## src/rtl/keyboard_pkg.sv

```systemverilog
// Shared constants for the music keyboard front end: key count, debounce timing
// and the active-low key level encoding used by the tone generator.
package keyboard_pkg;

  localparam int N_KEYS          = 4;
  localparam int CLK_HZ          = 50_000_000;
  localparam int DEBOUNCE_MS     = 10;
  localparam int DEBOUNCE_CYCLES = (CLK_HZ / 1000) * DEBOUNCE_MS;

  localparam logic KEY_PRESSED  = 1'b0;
  localparam logic KEY_RELEASED = 1'b1;

  // Width of a key index; never collapses to zero bits for a single key.
  function automatic int idx_width(input int n_keys);
    return (n_keys > 1) ? $clog2(n_keys) : 1;
  endfunction

endpackage : keyboard_pkg

```

## src/rtl/key_debouncer_if.sv

```systemverilog
// Key bundle between the raw button pins and the tone generator: raw active-low
// inputs in, debounced levels, event pulses and the priority key index out.
interface key_debouncer_if
  import keyboard_pkg::idx_width;
#(
  parameter int N_KEYS = keyboard_pkg::N_KEYS
);

  localparam int IDX_W = idx_width(N_KEYS);

  logic [N_KEYS-1:0] i_key_raw;
  logic [N_KEYS-1:0] o_k;
  logic [N_KEYS-1:0] o_press;
  logic [N_KEYS-1:0] o_release;
  logic              o_key_valid;
  logic [IDX_W-1:0]  o_key_idx;

  // Button side: drives the pins and observes the conditioned result.
  modport master (
    output i_key_raw,
    input  o_k, o_press, o_release, o_key_valid, o_key_idx
  );

  // Debouncer side.
  modport slave (
    input  i_key_raw,
    output o_k, o_press, o_release, o_key_valid, o_key_idx
  );

endinterface : key_debouncer_if

```

## src/rtl/debounce_channel.sv

```systemverilog
// One key channel: 2-flop synchroniser, stable-input counter, debounced level flop
// and registered press/release pulses aligned with the new level.
module debounce_channel
  import keyboard_pkg::KEY_PRESSED, keyboard_pkg::KEY_RELEASED;
#(
  parameter int DEBOUNCE_CYCLES = 500000,
  parameter int CNT_W           = $clog2(DEBOUNCE_CYCLES)
) (
  input  logic clk,
  input  logic rst_n,
  input  logic i_key_raw,
  output logic o_k,
  output logic o_press,
  output logic o_release
);

  localparam logic [CNT_W-1:0] CNT_MAX = CNT_W'(DEBOUNCE_CYCLES - 1);

  logic             r_sync1;
  logic             r_sync2;
  logic             r_k;
  logic             r_press;
  logic             r_release;
  logic [CNT_W-1:0] r_cnt;

  logic w_differs;
  logic w_accept;

  assign w_differs = (r_sync2 != r_k);
  assign w_accept  = w_differs && (r_cnt == CNT_MAX);

  // NOTE: every flop here uses <= so all of them sample the pre-edge values;
  // blocking assignments would let r_sync2 see this cycle's r_sync1 and collapse the synchroniser.
  always_ff @(posedge clk or negedge rst_n) begin
    if (!rst_n) begin
      r_sync1   <= KEY_RELEASED;
      r_sync2   <= KEY_RELEASED;
      r_k       <= KEY_RELEASED;
      r_cnt     <= '0;
      r_press   <= 1'b0;
      r_release <= 1'b0;
    end else begin
      r_sync1   <= i_key_raw;
      r_sync2   <= r_sync1;
      r_press   <= w_accept && (r_sync2 == KEY_PRESSED);
      r_release <= w_accept && (r_sync2 == KEY_RELEASED);
      if (!w_differs || w_accept) begin
        r_cnt <= '0;
      end else begin
        r_cnt <= r_cnt + CNT_W'(1);
      end
      if (w_accept) begin
        r_k <= r_sync2;
      end
    end
  end

  assign o_k       = r_k;
  assign o_press   = r_press;
  assign o_release = r_release;

endmodule : debounce_channel

```

## src/rtl/key_debouncer.sv

```systemverilog
// Four-channel push-button conditioner feeding the tone generator's k0..k3, plus
// a lowest-index-first encoder of the currently pressed key.
module key_debouncer
  import keyboard_pkg::KEY_PRESSED, keyboard_pkg::idx_width;
#(
  parameter int N_KEYS          = keyboard_pkg::N_KEYS,
  parameter int DEBOUNCE_CYCLES = keyboard_pkg::DEBOUNCE_CYCLES
) (
  input  logic            clk,
  input  logic            reset,
  key_debouncer_if.slave  bus
);

  localparam int CNT_W = $clog2(DEBOUNCE_CYCLES);
  localparam int IDX_W = idx_width(N_KEYS);

  logic [N_KEYS-1:0] w_k;
  logic [N_KEYS-1:0] w_press;
  logic [N_KEYS-1:0] w_release;
  logic              w_key_valid;
  logic [IDX_W-1:0]  w_key_idx;

  for (genvar g = 0; g < N_KEYS; g++) begin : g_ch
    debounce_channel #(
      .DEBOUNCE_CYCLES (DEBOUNCE_CYCLES),
      .CNT_W           (CNT_W)
    ) u_ch (
      .clk       (clk),
      .rst_n     (reset),
      .i_key_raw (bus.i_key_raw[g]),
      .o_k       (w_k[g]),
      .o_press   (w_press[g]),
      .o_release (w_release[g])
    );
  end

  // Scan from the top down so the lowest pressed index is written last and wins,
  // matching the tone generator's own priority.
  always_comb begin
    w_key_valid = 1'b0;
    w_key_idx   = '0;
    for (int i = N_KEYS - 1; i >= 0; i--) begin
      if (w_k[i] == KEY_PRESSED) begin
        w_key_valid = 1'b1;
        w_key_idx   = IDX_W'(i);
      end
    end
  end

  assign bus.o_k         = w_k;
  assign bus.o_press     = w_press;
  assign bus.o_release   = w_release;
  assign bus.o_key_valid = w_key_valid;
  assign bus.o_key_idx   = w_key_idx;

endmodule : key_debouncer

```

## src/flat_wrapper.sv

```systemverilog
// flat-port wrapper written by rule: the top's interface ports become plain ports
module key_debouncer_flat import keyboard_pkg::KEY_PRESSED, keyboard_pkg::idx_width;
#(
  parameter int N_KEYS          = keyboard_pkg::N_KEYS,
  parameter int DEBOUNCE_CYCLES = keyboard_pkg::DEBOUNCE_CYCLES
)
  (clk, reset, bus_i_key_raw, bus_o_k, bus_o_press, bus_o_release, bus_o_key_valid, bus_o_key_idx);
  key_debouncer_if #(.N_KEYS(N_KEYS)) bus_i ();
  input  logic clk;
  input  logic reset;
  input wire logic [$bits(bus_i.i_key_raw)-1:0] bus_i_key_raw;
  output wire logic [$bits(bus_i.o_k)-1:0] bus_o_k;
  output wire logic [$bits(bus_i.o_press)-1:0] bus_o_press;
  output wire logic [$bits(bus_i.o_release)-1:0] bus_o_release;
  output wire logic [$bits(bus_i.o_key_valid)-1:0] bus_o_key_valid;
  output wire logic [$bits(bus_i.o_key_idx)-1:0] bus_o_key_idx;
  assign bus_i.i_key_raw = bus_i_key_raw;
  assign bus_o_k = bus_i.o_k;
  assign bus_o_press = bus_i.o_press;
  assign bus_o_release = bus_i.o_release;
  assign bus_o_key_valid = bus_i.o_key_valid;
  assign bus_o_key_idx = bus_i.o_key_idx;
  key_debouncer #(.N_KEYS(N_KEYS), .DEBOUNCE_CYCLES(DEBOUNCE_CYCLES)) u_core (.clk(clk), .reset(reset), .bus(bus_i));
endmodule
```

## config.mk

```make
export PLATFORM = sky130hd
export DESIGN_NAME = key_debouncer_flat
export DESIGN_NICKNAME = d
export VERILOG_FILES = /design/src/rtl/keyboard_pkg.sv /design/src/rtl/key_debouncer_if.sv /design/src/rtl/debounce_channel.sv /design/src/rtl/key_debouncer.sv /design/src/flat_wrapper.sv
export SDC_FILE = /design/constraint.sdc
export NUM_CORES = 1
export LEC_CHECK = 0
export CORE_ASPECT_RATIO = 1.75
export CORE_MARGIN = 1
export CORE_UTILIZATION = 50
export DETAILED_ROUTE_END_ITERATION = 8
export DONT_BUFFER_PORTS = 1
export RECOVER_POWER = 50
export SKIP_CTS_REPAIR_TIMING = 1
export SLEW_MARGIN = 10
export SYNTH_ARGS = -nofsm -noshare
export SYNTH_HDL_FRONTEND = slang
export SYNTH_HIERARCHICAL = 1
export SYNTH_SLANG_ARGS = --single-unit
```

## constraint.sdc

```tcl
create_clock -name clk -period 2.3 [get_ports clk]
set_input_delay 0.69 -clock clk [delete_from_list [all_inputs] [get_ports clk]]
set_output_delay 0.69 -clock clk [all_outputs]
set_load 0.02 [all_outputs]
```

==> reports/metrics.csv <==
stage;metric;value;unit
timing;setup TNS;0;ns
detailed_routing;DR DRC count;0;
worst_setup_path;WP buf/inv;0;
cells_and_area;Nets;460;
cells_and_area;Synth-to-Final Area Change;9.80;%
synth;largest area contributor in the netlist;dfrtp_1;
timing;RSZ-0062 raised after global routing;no;
timing;worst-margin pin slew;0.435;ns
placed_design;HPWL after DPL;5.95;mm
job;max-capacitance violation count;0;
synth;Synth area leaders;dfrtp_1 (45%), dfstp_2 (6.8%), xnor2_1 (5.4%);
detailed_routing;Via-to-Cell Ratio;5.57;
timing;Max-Slew Margin vs Limit;70.9;%
timing;Final Max Slew Viols;0;
synth;Synth top area share;45.0;%
detailed_routing;Post-Route WL;8.41;mm
cells_and_area;multi-input logic area;0.00218;mm²
worst_setup_path;critical path's largest stage delay;0.68;ns
placed_design;GPL Wtd Cong;0.833;
synth;gate count of the mapped netlist;435;
power_and_ir_drop;Max IR drop VDD;0.424;mV
clock_network;clock root cell;clkbuf_16;
worst_setup_path;startpoint types;flop;
worst_setup_path;CP endpoint kind;primary output;
die;Die Width;75.1;µm
global_route;total grt overflow;0;
synth;Seq/Total Area, Yosys;51.8;%
power_and_ir_drop;Tot Pwr;0.00316;W
clock_network;CTS tree;done;
detailed_routing;starting DRC count in detailed routing;150;
clock_network;H-Tree Depth;3;
cells_and_area;filler cell count;853;
timing;Peak Freq;462;MHz
die;Die ar.;0.00975;mm²
die;FP Rows;46;
timing;Worst Skew;0.00740;ns
global_route;Overall Global Routing Usage;19.5;%
worst_setup_path;Arr. time, crit path;1.47;ns
die;Initial Util;51.4;%
worst_setup_path;kind of critical path;flop to primary output;
worst_setup_path;crit-path cells;nand2_1, a21oi_1;
global_route;global-route wire length before repair;14.6;mm
cells_and_area;Antenna Cells;0;
clock_network;CTS sink count;96;
worst_setup_path;reg2reg end;u_core/g_ch[0].u_ch/r_cnt[18];
worst_setup_path;WP depth;2;
cells_and_area;finished layout cell area;0.00513;mm²
synth;Synth Register Bits;96;
min_path;HP Class;input pin to async pin;
clock_network;Reg clk slew, reported paths;0.07;ns
cells_and_area;Final Util;56.4;%
global_route;largest net degree at the start of global routing;97;
clock_network;Max Root-Sink Buffers;2;
synth;Ys Warns;6;
synth;syn_nets;445;
power_and_ir_drop;Leak;2.12;nW
timing;worst hold slack;0.0401;ns
timing;fin crit share;94.0;%
global_route;number of global-route vias before repair;3210;
clock_network;clk_lat worst skew;0.34;ns
timing;Final min period;2.16;ns
detailed_routing;vias;3204;
detailed_routing;TritonRoute pass-1 iters;4;
power_and_ir_drop;Pwr Density;616;mW/mm²
global_route;initial antenna violation count;0;
cells_and_area;share of cells above drive strength 1;16.5;%
status;status;complete, no violations;
worst_setup_path;worst r2r path cells;5;
detailed_routing;WL per Instance;14.6;µm
synth;Post-Syn Area;0.00467;mm²
die;IO Count;21;
die;die span in y;130;µm
timing;final setup violation count;0;
worst_setup_path;Max FO, Critical Path;8;
cells_and_area;sequential cell area;0.00242;mm²
worst_setup_path;r2r setup slk;0.30;ns
die;core area;0.00909;mm²
timing;final hold vios;0;
worst_setup_path;slowest CP cell;dfstp_2;
clock_network;Num CTS Buffers;9;
synth;syn_area_per_cell;10.7;µm²
placed_design;number of port buffers;0;
worst_setup_path;worst path required time;1.61;ns
detailed_routing;ANT nets after route;0;
worst_setup_path;r2r startpoint;u_core/g_ch[0].u_ch/r_cnt[0];
worst_setup_path;Top delay family on crit path;flip-flops;
synth;Unique masters post-synth;36;
placed_design;cell area after placement;0.00486;mm²
-- state kept, by name, indices dropped and copies added, names as in the netlist --
register	flops
u_core/g_ch.u_ch/o_k	4
u_core/g_ch.u_ch/r_cnt	76
u_core/g_ch.u_ch/r_sync1	4
u_core/g_ch.u_ch/r_sync2	4
u_core/g_ch.u_ch/o_press	4
u_core/g_ch.u_ch/o_release	4
-- stage by stage --
step,setup WS (ns),instances
final,0.138,575
after global placement,0.354,559
after detailed placement,0.291,559
after CTS,0.122,575
after floorplan,0.459,435
after global routing,0.0233,575
-- worst max path at each step --
stage	to	slack, ns	from
after CTS	bus_o_key_idx[1]	0.12	u_core/g_ch[1].u_ch/o_k
after global placement	u_core/g_ch[0].u_ch/r_cnt[18]	0.35	u_core/g_ch[0].u_ch/r_cnt[0]
final	bus_o_key_idx[1]	0.14	u_core/g_ch[1].u_ch/o_k
after global routing	bus_o_key_idx[0]	0.02	u_core/g_ch[2].u_ch/o_k
after detailed placement	u_core/g_ch[0].u_ch/r_cnt[18]	0.29	u_core/g_ch[0].u_ch/r_cnt[0]
after floorplan	u_core/g_ch[0].u_ch/r_cnt[16]	0.46	u_core/g_ch[0].u_ch/r_cnt[0]
-- synth_stat cells (all sizes together) --
master and n:
buf 8, mux2 4, o41ai 4, and3 13, nor3b 9, mux2i 1
nand2b 1, o31ai 4, a21boi 1, dfrtp 84, nand2 22, nor3 8
inv 7, or3 14, nand3 28, xor2 24, o21ai 15, nor4 10
and4 4, a21oi 19, nand4 26, or2 4, ha 4, nor2b 4
xnor2 29, nor2 65, dfstp 12, or4 11
-- power by group --
| part | total (W) | internal (W) | switching [W] | leakage (nW) |
|---|---|---|---|---|
| clock | 0.00134 | 0.000733 | 0.000611 | 0.134 |
| combinational | 0.0000736 | 0.0000350 | 0.0000386 | 0.695 |
| sequential | 0.00174 | 0.00172 | 0.0000244 | 1.29 |
-- routing by layer --
| metal | vias to the layer above | track usage (%) | share of wire (%) |
|---|---|---|---|
| met5 | - | 0 | 0 |
| met4 | 0 | 8.99 | 1.9 |
| met3 | 12 | 3.09 | 2.2 |
| met2 | 41 | 33.4 | 52 |
| met1 | 1571 | 23.6 | 44 |
| li1 | 1580 | - | - |
-- cell type report --
type | instances | share of cell area, %
clock buffer | 11 | 4.54
clock inverter | 5 | 0.634
inverter | 7 | 0.512
multi-input combinational | 324 | 42.5
sequential | 96 | 47.1
tap | 120 | 2.93
timing repair buffer | 12 | 1.76
-- logic make-up (layout without fill, tap and decap cells) --
group                      count (synthesis)  after routing  synth area share, %
and+or+nand+nor                          219            219                 27.4
DFF                                       96             96                 51.8
xor gates and xnor gates                  53             53                 9.94
AOI/OAI and AO/OA                         43             43                 6.80
buffers and inverters                     15             35                 1.58
muxes                                      5              5                 1.50
adders and majority gates                  4              4                 1.07
-- worst reg2reg max path, stage by stage (launching register included) --
cell and delay (ns):
dfrtp_1 0.38, ha_1 0.28, nand4_4 0.20, or4_4 0.59
or3_1 0.33, a21oi_1 0.15
-- placed cells by master (no fill, tap or decap), types with 9 or more instances in the layout --
master,count
dfrtp_1,84
nor2_1,65
xnor2_1,29
nand3_1,28
xor2_1,24
nand2_1,22
nand4_1,19
a21oi_1,19
o21ai_0,15
or3_1,14
dfstp_2,12
buf_4,12
clkbuf_16,9
Note: power is estimated with default switching activity, not from simulation.
